$ cat src/rtl/f2m_sqr_iter.sv
// f2m_sqr_iter: repeated squaring z = a^(2^k) mod f(x) over F_{2^m}.
// Applies up to S squarings per clock through an unrolled chain.
// Ports:
//   clk, rst      rising-edge clock, async active-high reset
//   start         request pulse, only sampled while idle
//   a [M-1:0]     operand, captured on an accepted start
//   k [CW-1:0]    number of squarings, captured on an accepted start
//   busy          high while an operation is running
//   done          one-cycle pulse when z is updated
//   z [M-1:0]     result, held until the next completion
module f2m_sqr_iter #(
   parameter int M = 163,
   parameter logic [M-1:0] FX = 'hc9,
   parameter int S = 1,
   parameter int CW = 9
) (
   input  logic          clk,
   input  logic          rst,
   input  logic          start,
   input  logic [M-1:0]  a,
   input  logic [CW-1:0] k,
   output logic          busy,
   output logic          done,
   output logic [M-1:0]  z
);

   typedef enum logic {IDLE, RUN} state_t;
   typedef logic [M-2:0][M-1:0] red_t;

   // Row i holds x^(M+i) mod f(x); each row is x times the previous one.
   function automatic red_t red_tab();
      red_t t;
      logic [M-1:0] r;
      t = '0;
      r = FX;
      for (int i = 0; i < M-1; i++) begin
         t[i] = r;
         if (r[M-1])
            r = {r[M-2:0], 1'b0} ^ FX;
         else
            r = {r[M-2:0], 1'b0};
      end
      return t;
   endfunction

   localparam red_t RED = red_tab();

   // Squaring in GF(2) spreads bit i to bit 2i; the high half is folded
   // back with the precomputed reduction rows.
   function automatic logic [M-1:0] sq(input logic [M-1:0] v);
      logic [2*M-2:0] w;
      logic [M-1:0] r;
      w = '0;
      for (int i = 0; i < M; i++)
         w[2*i] = v[i];
      r = w[M-1:0];
      for (int i = 0; i < M-1; i++)
         if (w[M+i])
            r = r ^ RED[i];
      return r;
   endfunction

   state_t        state;
   logic [M-1:0]  acc;
   logic [CW-1:0] rem;
   logic [M-1:0]  chain [S+1];
   logic [M-1:0]  fin;

   always_comb begin
      chain[0] = acc;
      for (int j = 1; j <= S; j++)
         chain[j] = sq(chain[j-1]);
   end

   // Final step applies only the remaining rem (<= S) squarings.
   always_comb begin
      fin = chain[S];
      for (int j = 1; j < S; j++)
         if (rem == CW'(j))
            fin = chain[j];
   end

   always_ff @(posedge clk or posedge rst) begin
      if (rst) begin
         state <= IDLE;
         busy  <= 1'b0;
         done  <= 1'b0;
         z     <= '0;
         acc   <= '0;
         rem   <= '0;
      end else begin
         done <= 1'b0;
         unique case (state)
            IDLE: begin
               if (start) begin
                  if (k == '0) begin
                     z    <= a;
                     done <= 1'b1;
                  end else begin
                     acc   <= a;
                     rem   <= k;
                     state <= RUN;
                     busy  <= 1'b1;
                  end
               end
            end
            RUN: begin
               if (rem > CW'(S)) begin
                  acc <= chain[S];
                  rem <= rem - CW'(S);
               end else begin
                  z     <= fin;
                  done  <= 1'b1;
                  busy  <= 1'b0;
                  state <= IDLE;
               end
            end
            default: state <= IDLE;
         endcase
      end
   end

endmodule
$ cat config.mk
export PLATFORM = sky130hd
export DESIGN_NAME = f2m_sqr_iter
export DESIGN_NICKNAME = d
export VERILOG_FILES = /design/src/rtl/f2m_sqr_iter.sv
export SDC_FILE = /design/constraint.sdc
export NUM_CORES = 1
export LEC_CHECK = 0
export ABC_AREA = 1
export BUFFER_PORTS_ARGS = -buffer_cell sky130_fd_sc_hd__buf_4
export CORE_ASPECT_RATIO = 1.5
export CORE_UTILIZATION = 50
export DETAILED_ROUTE_END_ITERATION = 16
export GPL_TIMING_DRIVEN = 0
export PLACE_DENSITY = 0.71
export SLEW_MARGIN = 20
export SYNTH_ARGS = -nofsm -noshare
export SYNTH_HDL_FRONTEND = slang
export SYNTH_SLANG_ARGS = --single-unit
$ cat constraint.sdc
create_clock -name clk -period 18.6 [get_ports clk]
set_input_delay 0.93 -clock clk [delete_from_list [all_inputs] [get_ports clk]]
set_output_delay 0.93 -clock clk [all_outputs]
set_load 0.02 [all_outputs]
[After elaboration in Yosys (flattened, before gate mapping)]
Cells that the tools add are included.
Storage, ports and cells
  register bits after elaboration: 338
  input port bits: 175
  logic and storage cells: 204
Cells by class
  bitwise logic cells: 82
  eq/ne operators: 5
  reduce and logical (&&, ||, !) cells: 4
  mux-type cells: 105
  add/subtract/negate cells: 1
  magnitude comparators: 1
Operators with widths (number)
  $mux W163: 8
  $pmux W163 S2: 2
  $mux W161: 2
  $not A4 Y4: 78
  $mux W162: 1
  $mux W159: 1
  $mux W157: 1
  $mux W155: 1
  $mux W153: 1
  $mux W151: 1
  $mux W149: 1
  $mux W147: 1
  $mux W145: 1
  $mux W143: 1
  $mux W141: 1
  $mux W139: 1
  $mux W137: 1
  $mux W135: 1
  $mux W133: 1
  $mux W131: 1
  $mux W129: 1
  $mux W127: 1
  $mux W125: 1
  $mux W123: 1
  other kinds (69): 88

[Depth between registers and ports, before layout]
  depth in word-level cells: 164
  gate-level depth with buffers: 12
  mapped depth without buffers: 10

[Least setup slack after synthesis]
Ideal clock, no wire load.
  kind: input to register
  start point: in k[3]
  end point: reg acc[136]
  stages: 10
  setup time: 117 ps
  path buffers: 2
  slack: 16656 ps
  arrival: 1827 ps
  required time: 18483 ps
  cells stage by stage: nor2_1 -> nand2_1 -> nor2_1 -> nand2_1 -> nand2_1 -> nand2_2 -> buf_4 -> buf_6 -> nand2_1 -> nand2_1
On the way
  longest elaborated chain between the ends: 3
RTL lines
  start: declaration: RTL line 21  | input logic [CW-1:0] k,
  $logic_not A9 Y1: RTL line 96  | if (k == '0) begin
  $ne A2 B2 Y1 (no source line)
  $reduce_and A3 Y1 (no source line)
  end signal: assignment: RTL line 109  | acc <= chain[S];
  end: declaration: RTL line 64  | logic [M-1:0] acc;
Every way passes these cells.
A chain may end at the register's enable or synchronous reset.

[Worst setup path in the final report]
  start point: reg state
  end point: reg acc[7]
On the way
  longest elaborated chain between the ends: 3
  elaborated cells on any way between the ends: 6
  those cells by class: eq/ne: 3; mux: 1; bitwise: 1; reduce/logical: 1
RTL lines
  start: declaration: RTL line 63  | state_t state;
  start signal: assignment: RTL line 85  | state <= IDLE;
  start signal: assignment: RTL line 102  | state <= RUN;
  start signal: assignment: RTL line 115  | state <= IDLE;
  $not A1 Y1
  $ne A2 B2 Y1 (no source line)
  $reduce_and A3 Y1 (no source line)
Several ways; a longest one is shown, not always the timed one.

==> results.cfg <==
[global_route]
antenna_found_initial = 1
grt_pass1_vias = 17300
grt_usage_pct = 37.7
grt_pass1_wl_um = 100000
grt-ovfl-total = 0
grt_max_degree = 102

[timing]
max_slew_margin_pct = 38.0
maxSlewViolCount = 0
post-route-period-util_pct = 13.8
clock-skew-final_ns = 0.0132
fin_tns_setup_ns = 0
max_freq_mhz = 390
rsz0062_at_grt = no
worst_pin_slew_ns = 0.920
post-route-min-period_ns = 2.56
setup_ws_ns = 16.04
setup_viol = 0
final_hold_viol_count = 0

[clock_tree]
clk_path_buf_depth = 3
clkLatencyLatePin_ns = 0.55
tritoncts = built
cts_htree_levels = 2
numClockSinks = 338
ctsHoldBuffers = 0
cts_buffers = 36
post-cts-setup-buffers = 0
ctsRootBufferMaster = clkbuf_16
clk_pin_slew_ns = 0.07
ctsResizeCount = 0

[yosys]
ys_types = 25
syn-cell-area_um2 = 17600
synthCells = 2418
yosys_warnings = 0
synth_area_leader_cell = dfrtp_1
ys_top_cells_by_area = dfrtp_1 (48%), nand2_1 (27%), o21ai_0 (5.2%)
synth_top_area_share_pct = 47.9
synth_seq_cells = 338
synth-seq-area-share_pct = 47.9
syn_area_per_cell_um2 = 7.30
syn-num-nets = 2595

[layout]
finalInstanceArea_um2 = 22000
nets = 2975
drive_above_1_share_pct = 17.5
syn2layout_area_growth_pct = 25.0
fillers = 3204
post-route-util_pct = 63.9

[flow_run]
drv_cap = 0

[power_and_ir_drop]
leakage_uw = 0.0111
p_per_area_nw_per_um2 = 158
ir_worst_vdd_uv = 86.1
power_uw = 3480

[place]
placed_cell_area_um2 = 20900
pre_cts_ws_ns = 16.10
hpwlAfterDp_um = 52300
gp_congestion = 0.997
port_buffers = 339

[routing]
drt-vias-per-instance = 5.32
routed_wl_um = 67200
vias = 17500
postRouteAntennaNets = 0
wl_per_cell_um = 20.4
dr.pass1.iters = 7
drc = 0
initialDrtViolationCount = 1592

[floorplanning]
die-area_um2 = 36100
ioPinCount = 340
fp.dieH_um = 232
start_util_pct = 51.2
die_w_um = 155
rows = 83
core_um2 = 34500

[worst_setup_path]
path_class = reg2reg
cp_cell_sequence = buf_2 -> inv_2 -> buf_2 -> clkbuf_1 -> o21ai_0 -> nand2_1 -> nand2_1
crit_path_max_fanout = 10
crit_family = buffers and inverters
critPathRequiredTime_ns = 19.03
path_buf_inv = 4
max_stage_delay_ns = 0.62
startpoint_type = flip-flop
cpMaxStageDelayCell = clkbuf_1
cp-end-kind = flip-flop
cp.arrival_ns = 3.00

[run_status]
status = complete, no violations

[min_path]
hp-class = in2async
==> Yosys cell counts <==
cell,number
clkinv_2,1
o21ai_1,39
buf_4,8
dfrtp_1,338
xor2_1,45
o21ai_0,183
nor3_1,26
nand3_1,56
inv_2,2
and2_1,1
clkbuf_1,72
nand2_1,1259
o21bai_1,1
buf_2,54
nand2_2,2
or2_2,4
buf_6,25
nor2_2,3
nor2_1,106
a31oi_1,2
inv_1,102
nand3b_1,1
nand4_1,1
ha_1,2
xnor2_1,85
==> path summary, 6_finish.rpt <==
path / from / end / slack, ns / cells past startpoint
max: state / acc[7] / 16.04 / 7
max in group asynchronous: rst / z[46] / 17.16 / 3
min: rst / z[144] / 0.46 / 2
min in group clk: z[133] / z[133] / 0.47 / 2
max reg2reg: state / acc[7] / 16.04 / 7
min reg2reg: z[133] / z[133] / 0.47 / 2
==> registers in the layout (all words and copies together) (netlist names) <==
name   cells
acc      163
busy       1
done       1
rem        9
state      1
z        163
==> per-stage QoR <==
stage | hold WS [ns] | std cells
after global routing | 0.495 | 3290
after detailed placement | 0.460 | 3227
after floorplan | 0.459 | 2418
final | 0.457 | 3290
after global placement | 0.456 | 3224
after CTS | 0.475 | 3289
==> cells by family (layout without fill, tap and decap cells) <==
group,count (synthesis),in the layout,synth area share [%]
flops,338,338,47.9
xor+xnor,130,130,6.45
compound gates,225,225,6.41
fa+ha+maj,2,2,0.142
other cells,0,1,0
buf+inv,264,668,7.24
simple gates,1459,1459,31.8
==> per-layer routing <==
| metal | up-vias | wire (um) | track usage, % |
|---|---|---|---|
| met2 | 842 | 33000 | 64.6 |
| met4 | 0 | 4560 | 23.7 |
| met1 | 8295 | 25000 | 44.7 |
| li1 | 8152 | - | - |
| met5 | - | 0 | 0 |
| met3 | 199 | 4700 | 4.61 |
==> area by class of cell <==
class,count,area [um^2],share of cell area [%]
antenna,1,2.50,0.0114
tap,467,584,2.65
sequential,338,8460,38.4
buffer,159,882,4.00
clock inverter,8,125,0.568
multi-input combinational,1816,7910,35.9
clock buffer,54,1060,4.81
inverter,105,403,1.83
timing repair buffer,342,2630,11.9
==> report_power, final <==
part | internal [uW] | switching (uW)
Sequential | 938 | 179
Combinational | 542 | 1080
Clock | 436 | 312
Total | 1920 | 1570
==> cells in the final DEF, fill, tap and decap left out, types with 2 or more instances in the layout <==
master     instances
a31oi_1            2
buf_16             3
buf_2             54
buf_4            347
buf_6             25
bufinv_16          3
clkbuf_1          82
clkbuf_16         37
clkbuf_8           7
clkinv_2           3
dfrtp_1          338
ha_1               2
inv_1            101
inv_2              2
inv_6              2
nand2_1         1259
nand2_2            2
nand3_1           56
nor2_1           106
nor2_2             3
nor3_1            26
o21ai_0          183
o21ai_1           39
or2_2              4
xnor2_1           85
xor2_1            45
==> worst reg2reg max path, delay by kind of cell (launching register included) <==
family | cells | cell delay [ns]
DFF | 1 | 0.35
and+or+nand+nor | 2 | 0.23
buffers and inverters | 4 | 1.43
AOI/OAI and AO/OA | 1 | 0.44
Note: power is estimated with default switching activity, not from simulation.
